<file path="src/rtl/i2s_pkg.sv">
// Shared constants and types for the I2S transmit/receive blocks.
// Frame timing helpers live here so that the TX and a future RX agree on them.
package i2s_pkg;

  localparam int I2S_DEFAULT_WIDTH    = 16;
  localparam int I2S_DEFAULT_BCLK_DIV = 4;
  localparam int I2S_FRAME_SLOTS      = 2 * I2S_DEFAULT_WIDTH;

  typedef enum logic {
    CH_LEFT  = 1'b0,
    CH_RIGHT = 1'b1
  } i2s_chan_e;

  // System clocks in one stereo frame: 2*width slots of 2*bclk_div clocks each.
  function automatic int i2s_frame_clks(input int width, input int bclk_div);
    return 4 * width * bclk_div;
  endfunction

endpackage

</file>
<file path="src/rtl/i2s_bclk_gen.sv">
// Bit-clock divider: toggles bclk every BCLK_DIV system clocks and flags the
// clock on which bclk goes 1->0, so downstream logic updates with it.
module i2s_bclk_gen
  import i2s_pkg::*;
#(
  parameter int BCLK_DIV = I2S_DEFAULT_BCLK_DIV
) (
  input  logic clk,
  input  logic reset,
  output logic o_bclk,
  output logic o_fall_tick
);

  localparam int CW = (BCLK_DIV > 1) ? $clog2(BCLK_DIV) : 1;
  localparam logic [CW-1:0] CNT_LAST = CW'(BCLK_DIV - 1);

  logic [CW-1:0] r_div_cnt;
  logic          r_bclk;
  logic          w_wrap;

  assign w_wrap = (r_div_cnt == CNT_LAST);

  always_ff @(posedge clk or posedge reset) begin
    if (reset) begin
      r_div_cnt <= '0;
      r_bclk    <= 1'b0;
    end else if (w_wrap) begin
      r_div_cnt <= '0;
      r_bclk    <= ~r_bclk;
    end else begin
      r_div_cnt <= r_div_cnt + CW'(1);
    end
  end

  // Combinational so the top's registers change on the same edge that drops bclk.
  assign o_fall_tick = w_wrap & r_bclk;
  assign o_bclk      = r_bclk;

endmodule

</file>
<file path="src/rtl/i2s_sample_tx.sv">
// I2S transmitter: holds one stereo pair behind a valid/ready handshake and
// shifts each frame out MSB-first with the standard one-bit data delay.
module i2s_sample_tx
  import i2s_pkg::*;
#(
  parameter int WIDTH    = I2S_DEFAULT_WIDTH,
  parameter int BCLK_DIV = I2S_DEFAULT_BCLK_DIV
) (
  input  logic             clk,
  input  logic             reset,
  input  logic             in_valid,
  output logic             in_ready,
  input  logic [WIDTH-1:0] left,
  input  logic [WIDTH-1:0] right,
  output logic             bclk,
  output logic             lrclk,
  output logic             sdata,
  output logic             underrun
);

  localparam int SLOTS = 2 * WIDTH;
  localparam int SW    = $clog2(SLOTS);
  localparam logic [SW-1:0] LAST_SLOT  = SW'(SLOTS - 1);
  localparam logic [SW-1:0] RIGHT_SLOT = SW'(WIDTH);

  logic             w_fall_tick;
  logic             w_frame_start;
  logic             w_accept;
  logic             w_load;
  logic [SW-1:0]    w_slot_next;
  logic [SLOTS-1:0] w_frame_word;

  logic             r_full;
  logic [WIDTH-1:0] r_left_h;
  logic [WIDTH-1:0] r_right_h;
  logic [SW-1:0]    r_slot;
  i2s_chan_e        r_lrclk;
  logic [SLOTS-1:0] r_shift;
  logic             r_delay;
  logic             r_sdata;

  i2s_bclk_gen #(
    .BCLK_DIV (BCLK_DIV)
  ) u_bclk_gen (
    .clk         (clk),
    .reset       (reset),
    .o_bclk      (bclk),
    .o_fall_tick (w_fall_tick)
  );

  // Accept needs an empty holding register and load needs a full one, so the
  // two can never coincide; an accept on an empty load tick waits a frame.
  assign w_accept      = in_valid && !r_full;
  assign w_frame_start = w_fall_tick && (r_slot == LAST_SLOT);
  assign w_load        = w_frame_start && r_full;

  always_ff @(posedge clk or posedge reset) begin
    if (reset) begin
      r_full    <= 1'b0;
      r_left_h  <= '0;
      r_right_h <= '0;
    end else if (w_accept) begin
      r_full    <= 1'b1;
      r_left_h  <= left;
      r_right_h <= right;
    end else if (w_load) begin
      r_full    <= 1'b0;
    end
  end

  always_comb begin
    w_slot_next  = (r_slot == LAST_SLOT) ? '0 : r_slot + SW'(1);
    w_frame_word = r_full ? {r_left_h, r_right_h} : '0;
  end

  always_ff @(posedge clk or posedge reset) begin
    if (reset) begin
      r_slot  <= LAST_SLOT;
      r_lrclk <= CH_LEFT;
    end else if (w_fall_tick) begin
      r_slot  <= w_slot_next;
      r_lrclk <= (w_slot_next >= RIGHT_SLOT) ? CH_RIGHT : CH_LEFT;
    end
  end

  // The delay flop gives the one-bit lag: slot 0 still carries the previous
  // frame's right LSB while the new left MSB waits in r_delay.
  always_ff @(posedge clk or posedge reset) begin
    if (reset) begin
      r_shift <= '0;
      r_delay <= 1'b0;
      r_sdata <= 1'b0;
    end else if (w_fall_tick) begin
      r_sdata <= r_delay;
      if (w_frame_start) begin
        r_delay <= w_frame_word[SLOTS-1];
        r_shift <= {w_frame_word[SLOTS-2:0], 1'b0};
      end else begin
        r_delay <= r_shift[SLOTS-1];
        r_shift <= {r_shift[SLOTS-2:0], 1'b0};
      end
    end
  end

  assign in_ready = !r_full;
  assign lrclk    = (r_lrclk == CH_RIGHT);
  assign sdata    = r_sdata;
  assign underrun = w_frame_start && !r_full;

endmodule

</file>
<file path="config.mk">
export PLATFORM = sky130hd
export DESIGN_NAME = i2s_sample_tx
export DESIGN_NICKNAME = d
export VERILOG_FILES = /design/src/rtl/i2s_pkg.sv /design/src/rtl/i2s_bclk_gen.sv /design/src/rtl/i2s_sample_tx.sv
export SDC_FILE = /design/constraint.sdc
export NUM_CORES = 1
export LEC_CHECK = 0
export CORE_MARGIN = 2
export CORE_UTILIZATION = 35
export DETAILED_ROUTE_END_ITERATION = 6
export GPL_ROUTABILITY_DRIVEN = 1
export PLACE_DENSITY_LB_ADDON = 0.08
export SYNTH_ARGS = -nofsm -noshare
export SYNTH_HDL_FRONTEND = slang
export SYNTH_SLANG_ARGS = --single-unit
export TNS_END_PERCENT = 5
</file>
<file path="constraint.sdc">
create_clock -name clk -period 3 [get_ports clk]
set_input_delay 0.6 -clock clk [delete_from_list [all_inputs] [get_ports clk]]
set_output_delay 0.6 -clock clk [all_outputs]
set_load 0.1 [all_outputs]
</file>
# Word-level counts from Yosys, hierarchy flattened
# Cells that the tools add are included.
dict set report classes {
  n_reduce_logical 6
  add_sub_neg 2
  order_cmp 1
  n_eq_ne 2
  muxes 8
  bitwise_logic 2
}
# op count
set ops {}
lappend ops {{$mux W32} 2}
lappend ops {{$add A5 B1 Y5 const B} 1}
lappend ops {{$eq A5 B5 Y1 const B} 1}
lappend ops {{$ge A5 B5 Y1 const B} 1}
lappend ops {{$mux W5} 1}
lappend ops {{$logic_and A1 B1 Y1} 4}
lappend ops {{$mux W1} 4}
lappend ops {{$add A2 B1 Y2 const B} 1}
lappend ops {{$eq A2 B2 Y1 const B} 1}
lappend ops {{$mux W2} 1}
lappend ops {{$reduce_bool A2 Y1} 1}
lappend ops {{$and A1 B1 Y1} 1}
lappend ops {{$logic_not A1 Y1} 1}
lappend ops {{$not A1 Y1} 1}
dict set report word_totals {
  ff_bits 76
}

# Depth between registers and ports, before layout
# Gate-level depths: netlist (run 1).
dict set report depth {
  depth_word 6
  ltp_mapped 8
  ltp_nobuf 6
}

# Hierarchy
# Synthesis (run 1) repeated with hierarchy kept, for this count alone.
dict set report hier_totals {
  cells_unflattened 288
  hier_area_um2 3433.3
}
# module n_inst area_each_um2 seq_area_each_um2 cells_each
set by_module_without_submodules {}
lappend by_module_without_submodules {i2s_sample_tx 1 3321.9 1808.0 280}
lappend by_module_without_submodules {i2s_bclk_gen 1 111.4 75.1 8}

# Worst setup path after synthesis (run 1)
# OpenSTA, ideal clock, no wires.
dict set report synth_timing {
  kind {register -> output}
  from {reg u_bclk_gen.r_bclk (netlist: u_bclk_gen.o_bclk)}
  to {out underrun}
  stages_incl_launch_ff 5
  required_ns 2.400
  arrival_time_ns 2.647
  path_slack_ns -0.247
  path_buffers 1
  path_cell_list {dfrtp_1 -> and2_1 -> buf_4 -> nand2_1 -> nor2_1}
}
dict set report synth_between {
  elab_chain_len 3
}
# item line
set synth_rtl {}
lappend synth_rtl {{start, declared} i2s_bclk_gen.sv:18} ;# logic r_bclk;
lappend synth_rtl {{start signal, assigned} i2s_bclk_gen.sv:29} ;# r_bclk <= ~r_bclk;
lappend synth_rtl {{$and A1 B1 Y1} i2s_bclk_gen.sv:36} ;# assign o_fall_tick = w_wrap & r_bclk;
lappend synth_rtl {{$logic_and A1 B1 Y1} i2s_sample_tx.sv:54} ;# assign w_frame_start = w_fall_tick && (r_slot == LAST_SLOT);
lappend synth_rtl {{$logic_and A1 B1 Y1} i2s_sample_tx.sv:108} ;# assign underrun = w_frame_start && !r_full;
lappend synth_rtl {{end, declared} i2s_sample_tx.sv:18} ;# output logic underrun
# Every way passes these cells.

# Worst setup path in the final report (run 1)
dict set report layout_timing {
  from {reg r_slot[0]}
  to {out underrun}
}
dict set report layout_between {
  elab_chain_len 3
}
# item line
set layout_rtl {}
lappend layout_rtl {{start, declared} i2s_sample_tx.sv:36} ;# logic [SW-1:0] r_slot;
lappend layout_rtl {{start signal, assigned} i2s_sample_tx.sv:81} ;# r_slot <= w_slot_next;
lappend layout_rtl {{$eq A5 B5 Y1} i2s_sample_tx.sv:54}
lappend layout_rtl {{$logic_and A1 B1 Y1} i2s_sample_tx.sv:54}
lappend layout_rtl {{$logic_and A1 B1 Y1} i2s_sample_tx.sv:108}
# Every way passes these cells.

==> metrics.txt, run 1 <==
Cells after DPL=408; IO buf count=39; crit path time final=2.75 ns; outcome=complete, no violations; CTS Buf Count=9; slowest CP cell=dfstp_2; Hold Fails Final Rpt=0; Max-Cap Viols=0; GRT Resource Usage Total=13.9%; CTS clk-pin slew, worst paths=0.08 ns; Finished Layout Cells=424; Die Wd=101 µm; largest net degree at the start of global routing=41; Final HPWL DP=3.97 mm; DRC=0; Crit path required time=2.40 ns; post-synthesis cell type count=30; Final #Nets=346; nature of the critical path startpoint=flip-flop; Mapped Cells=271; Boundary Pins=40; Final setup violation count=0; fmax=0.364 GHz; TritonCTS clock tree=done; 1st-iter DRT viols=53; setup_tns=0 ns; number of diodes=0; Placeable Area=9200 µm²; Final Core Density=43.4%; Post-CTS Setup Bufs=0; Multi-input gate area=1280 µm²; Slew headroom=47.6%; Worst Path Arrival=2.15 ns; max incr delay on CP=0.55 ns; R2R Path Start=r_slot[0]; register bit total from synthesis=75; synth cell count leaders=70 x dfrtp_1, 46 x nor2_1, 26 x mux2_2, 26 x nand2_1, 20 x a221oi_2; total wire length=6.39 mm; storage element area=1880 µm²; CTS resizes=0; worst-path maximum fanout=15; fraction of registers with async set/reset=100%; Hold Path Class=in2async; first-pass GRT wire length=10.9 mm; DIE AREA=10300 µm²; post-route ant nets=0; total gr overflow=0; via count=2082; post-route cell area=3990 µm²; gp weighted congestion=0.741; die height=101 µm; Synth area leader=dfrtp_1; CP dominant cell by count=ha_1; hold_ws=0.418 ns; filler cell count in the final layout=882; Power Density=616 nW/µm²; RSZ-0062 raised after global routing=false; worst setup margin=0.249 ns; register area share after synthesis=56.8%; share of post-route cells with drive strength above 1=28.8%; Root Buffer=clkbuf_8; placed instance area=3760 µm²; Clock Path Buffers=2; Final Cycle Share=91.7%; critical path type=reg2out; most frequent cell after synthesis=dfrtp_1; via/cell ratio=4.91; Crit. Startpoint=r_slot[0]; Syn Std Cell Area=3320 µm²; htree depth=3; reg-to-reg slack, setup=0.69 ns; cts hold-fix bufs=0; Placement Setup Slack=0.575 ns; Core Rows=35; First-pass DRT Iterations=4; initial antenna violation count=0; Fin Clk Skew=0.0126 ns; WL/cell=15.1 µm; vias in the first global route=2162; total power=2.46 mW; peak supply drop=295 µV; crit path cell chain=ha_1 -> and3_1 -> ha_1 -> nand2_1 -> nor2_2 -> buf_12; syn_area_per_cell=12.2 µm²; Clock Sinks=75; number of synthesized flops with an enable pin=0; prevailing post-synth register cell=dfrtp_1; worst slew pin tran=0.785 ns; clock insertion delay at the later pin of the skew report=0.35 ns; Initial Util=36.1%; Slew Limit Fails=0; Area growth syn-to-layout=20.4%; post-synth top area share=52.8%; Leak=1.86 nW; crit end category=output port; Area contributors post-synth=dfrtp_1 53%, a221oi_2 9.1%, mux2_2 8.8%; synth warn=0; syn_nets=309
==> worst max-delay path, delay by kind of cell, from the launching register on <==
| kind | cells | cell delay, ns |
|---|---|---|
| AND/OR/NAND/NOR | 3 | 0.47 |
| flip-flops | 1 | 0.55 |
| adder cells (fa/ha/maj) | 2 | 0.59 |
| buffers and inverters | 1 | 0.19 |
==> report_power, final <==
group | internal (mW) | switching [mW]
clock | 0.513 | 0.370
sequential | 1.18 | 0.119
combinational | 0.194 | 0.0820
==> worst paths after layout <==
path / end / depth (start not counted)
setup / recovery: underrun / 6
hold / removal: u_bclk_gen.o_bclk / 2
setup reg to reg: r_shift[30] / 6
hold reg to reg: u_bclk_gen.r_div_cnt[0] / 1
max in group asynchronous: r_slot[2] / 3
min in group clk: u_bclk_gen.r_div_cnt[0] / 1
==> cell usage in the layout (no fill, tap or decap), types with 2 or more instances in the layout <==
cell type / count
dfrtp_1: 70
nor2_1: 45
clkdlybuf4s50_1: 34
nand2_1: 26
mux2_2: 26
a221oi_2: 20
clkbuf_8: 11
and3_1: 10
a21oi_1: 10
buf_4: 10
o21ai_0: 8
mux2_4: 6
dfstp_2: 5
ha_1: 3
and2_1: 2
inv_2: 2
o21ai_1: 2
a221oi_1: 2
nor2b_1: 2
nand3_1: 2
bufinv_16: 2
buf_12: 2
==> cell type report <==
cell class / count / area share, %
Clock buffer: 12 / 3.89
Clock inverter: 4 / 1.82
Inverter: 3 / 0.282
Multi-Input combinational cell: 173 / 32.0
Sequential cell: 75 / 47.2
Tap cell: 111 / 3.48
Timing Repair Buffer: 46 / 11.4
==> registers in the layout (all words and copies together), names as in the netlist <==
| register | count |
|---|---|
| r_delay | 1 |
| r_shift | 31 |
| r_left_h | 16 |
| r_slot | 5 |
| r_right_h | 16 |
| lrclk | 1 |
| sdata | 1 |
| u_bclk_gen.o_bclk | 1 |
| r_full | 1 |
| u_bclk_gen.r_div_cnt | 2 |
==> kinds of logic (layout without fill, tap and decap cells) <==
| kind of cell | count (synthesis) | count (layout) | share of synthesized area [%] |
|---|---|---|---|
| AO/OA/AOI/OAI | 44 | 44 | 13.1 |
| flip-flops | 75 | 75 | 56.8 |
| multiplexers | 32 | 32 | 11.5 |
| AND/OR/NAND/NOR | 93 | 93 | 12.1 |
| adder cells (fa/ha/maj) | 3 | 3 | 1.13 |
| buffers and inverters | 23 | 65 | 5.02 |
| XOR/XNOR | 1 | 1 | 0.264 |
==> layer usage <==
metal	global-route usage, %	wire length (µm)
met4	4.37	52
met1	18.6	3220
met5	0	0
met3	4.97	255
met2	21.1	2860
Power figures use the tool's default switching activity.
==> run 2, diff against run 1 <==
--- a/config.mk
+++ b/config.mk
@@ -8,6 +8,7 @@
 export CORE_MARGIN = 2
 export CORE_UTILIZATION = 35
 export DETAILED_ROUTE_END_ITERATION = 6
+export DONT_BUFFER_PORTS = 1
 export GPL_ROUTABILITY_DRIVEN = 1
 export PLACE_DENSITY_LB_ADDON = 0.08
 export SYNTH_ARGS = -nofsm -noshare
==> metrics.txt, run 2 (synthesis results as in run 1) <==
Final Core Density=38.6%; number of diodes=0; critical path type=reg2out; hold_ws=0.191 ns; CTS resizes=0; most frequent cells in the layout=70 x dfrtp_1, 45 x nor2_1, 26 x nand2_1, 26 x mux2_2, 20 x a221oi_2; Fin Clk Skew=0.00976 ns; Area growth syn-to-layout=7.02%; First-pass DRT Iterations=4; vias in the first global route=1997; total gr overflow=0; Clock Sinks=75; Placeable Area=9200 µm²; htree depth=3; setup_tns=0 ns; Leak=1.67 nW; Hold Path Class=in2async; CP dominant cell by count=ha_1; Worst Path Arrival=2.15 ns; RSZ-0062 raised after global routing=false; cts hold-fix bufs=0; crit end category=output port; Cells after DPL=369; die height=101 µm; DRC=0; clock insertion delay at the later pin of the skew report=0.33 ns; worst-path maximum fanout=15; Most flops, register=r_shift; Max-Cap Viols=0; Crit path required time=2.40 ns; WL/cell=16.5 µm; via count=1959; max FFs per register=31; post-route cell area=3550 µm²; Core Rows=35; Root Buffer=clkbuf_8; most common cell after layout, fill and taps aside=dfrtp_1; 1st-iter DRT viols=51; CTS Buf Count=9; Final HPWL DP=3.90 mm; fmax=0.363 GHz; first-pass GRT wire length=10.6 mm; Clock Path Buffers=2; Power Density=617 nW/µm²; max incr delay on CP=0.56 ns; nature of the critical path startpoint=flip-flop; outcome=complete, no violations; slowest CP cell=dfstp_2; Die Wd=101 µm; placed instance area=3390 µm²; Final setup violation count=0; Finished Layout Cells=384; gp weighted congestion=0.709; crit path cell chain=ha_1 -> and3_1 -> ha_1 -> nand2_1 -> nor2_2 -> buf_12; largest net degree at the start of global routing=43; DIE AREA=10300 µm²; peak supply drop=306 µV; CTS clk-pin slew, worst paths=0.07 ns; Slew Limit Fails=0; Boundary Pins=40; GRT Resource Usage Total=13.5%; initial antenna violation count=0; Post-CTS Setup Bufs=0; post-route ant nets=0; biggest regs=r_shift x31, r_left_h x16, r_right_h x16; Hold Fails Final Rpt=0; via/cell ratio=5.10; worst slew pin tran=0.904 ns; Slew headroom=39.7%; crit path time final=2.75 ns; TritonCTS clock tree=done; IO buf count=0; Final Cycle Share=91.8%; share of post-route cells with drive strength above 1=30.4%; Initial Util=36.1%; Final #Nets=307; total wire length=6.35 mm
-- run 2: final cells by class --
type / instances / area, µm²
Tap cell: 111 / 139
Multi-Input combinational cell: 173 / 1280
Sequential cell: 75 / 1880
Timing Repair Buffer: 7 / 77.6
Clock inverter: 3 / 15.0
Clock buffer: 12 / 145
Fill cell: 924 / 5650
Inverter: 3 / 12.5
-- run 2: power breakdown --
part | total [mW] | internal [mW] | switching [mW] | leakage (nW)
Clock | 0.659 | 0.315 | 0.344 | 0.0860
Combinational | 0.228 | 0.153 | 0.0757 | 0.636
Sequential | 1.30 | 1.18 | 0.122 | 0.950
-- run 2: path summary, 6_finish.rpt --
path	from	to	slack (ns)	depth (start not counted)
worst max-delay path	r_slot[0]	underrun	0.25	6
worst max register to register	r_slot[0]	r_shift[30]	0.68	6
worst min-delay path	reset	u_bclk_gen.o_bclk	0.19	1
worst min register to register	u_bclk_gen.r_div_cnt[0]	u_bclk_gen.r_div_cnt[0]	0.43	1
max in group asynchronous	reset	r_shift[22]	2.17	2
min in group clk	right[13]	r_right_h[13]	0.41	1
-- run 2: per-layer routing --
| metal | GRT usage [%] | wire length, µm |
|---|---|---|
| met1 | 18.2 | 3050 |
| met2 | 20.1 | 2960 |
| met3 | 5.24 | 303 |
| met4 | 4.05 | 36 |
| met5 | 0 | 0 |
-- run 2: metrics by stage --
stage                     worst slack (ns)  total power [mW]
after floorplan                      0.211              1.49
after global placement               0.610              1.56
after detailed placement             0.586              1.56
after CTS                            0.190              2.24
after global routing                0.0278              2.33
final                                0.246              2.19
-- run 2: worst max-delay path: cells and delay by family (launching register included) --
family                     cells  cell delay (ns)
adders and majority gates      2             0.60
DFF                            1             0.56
and+or+nand+nor                3             0.47
buffers and inverters          1             0.19
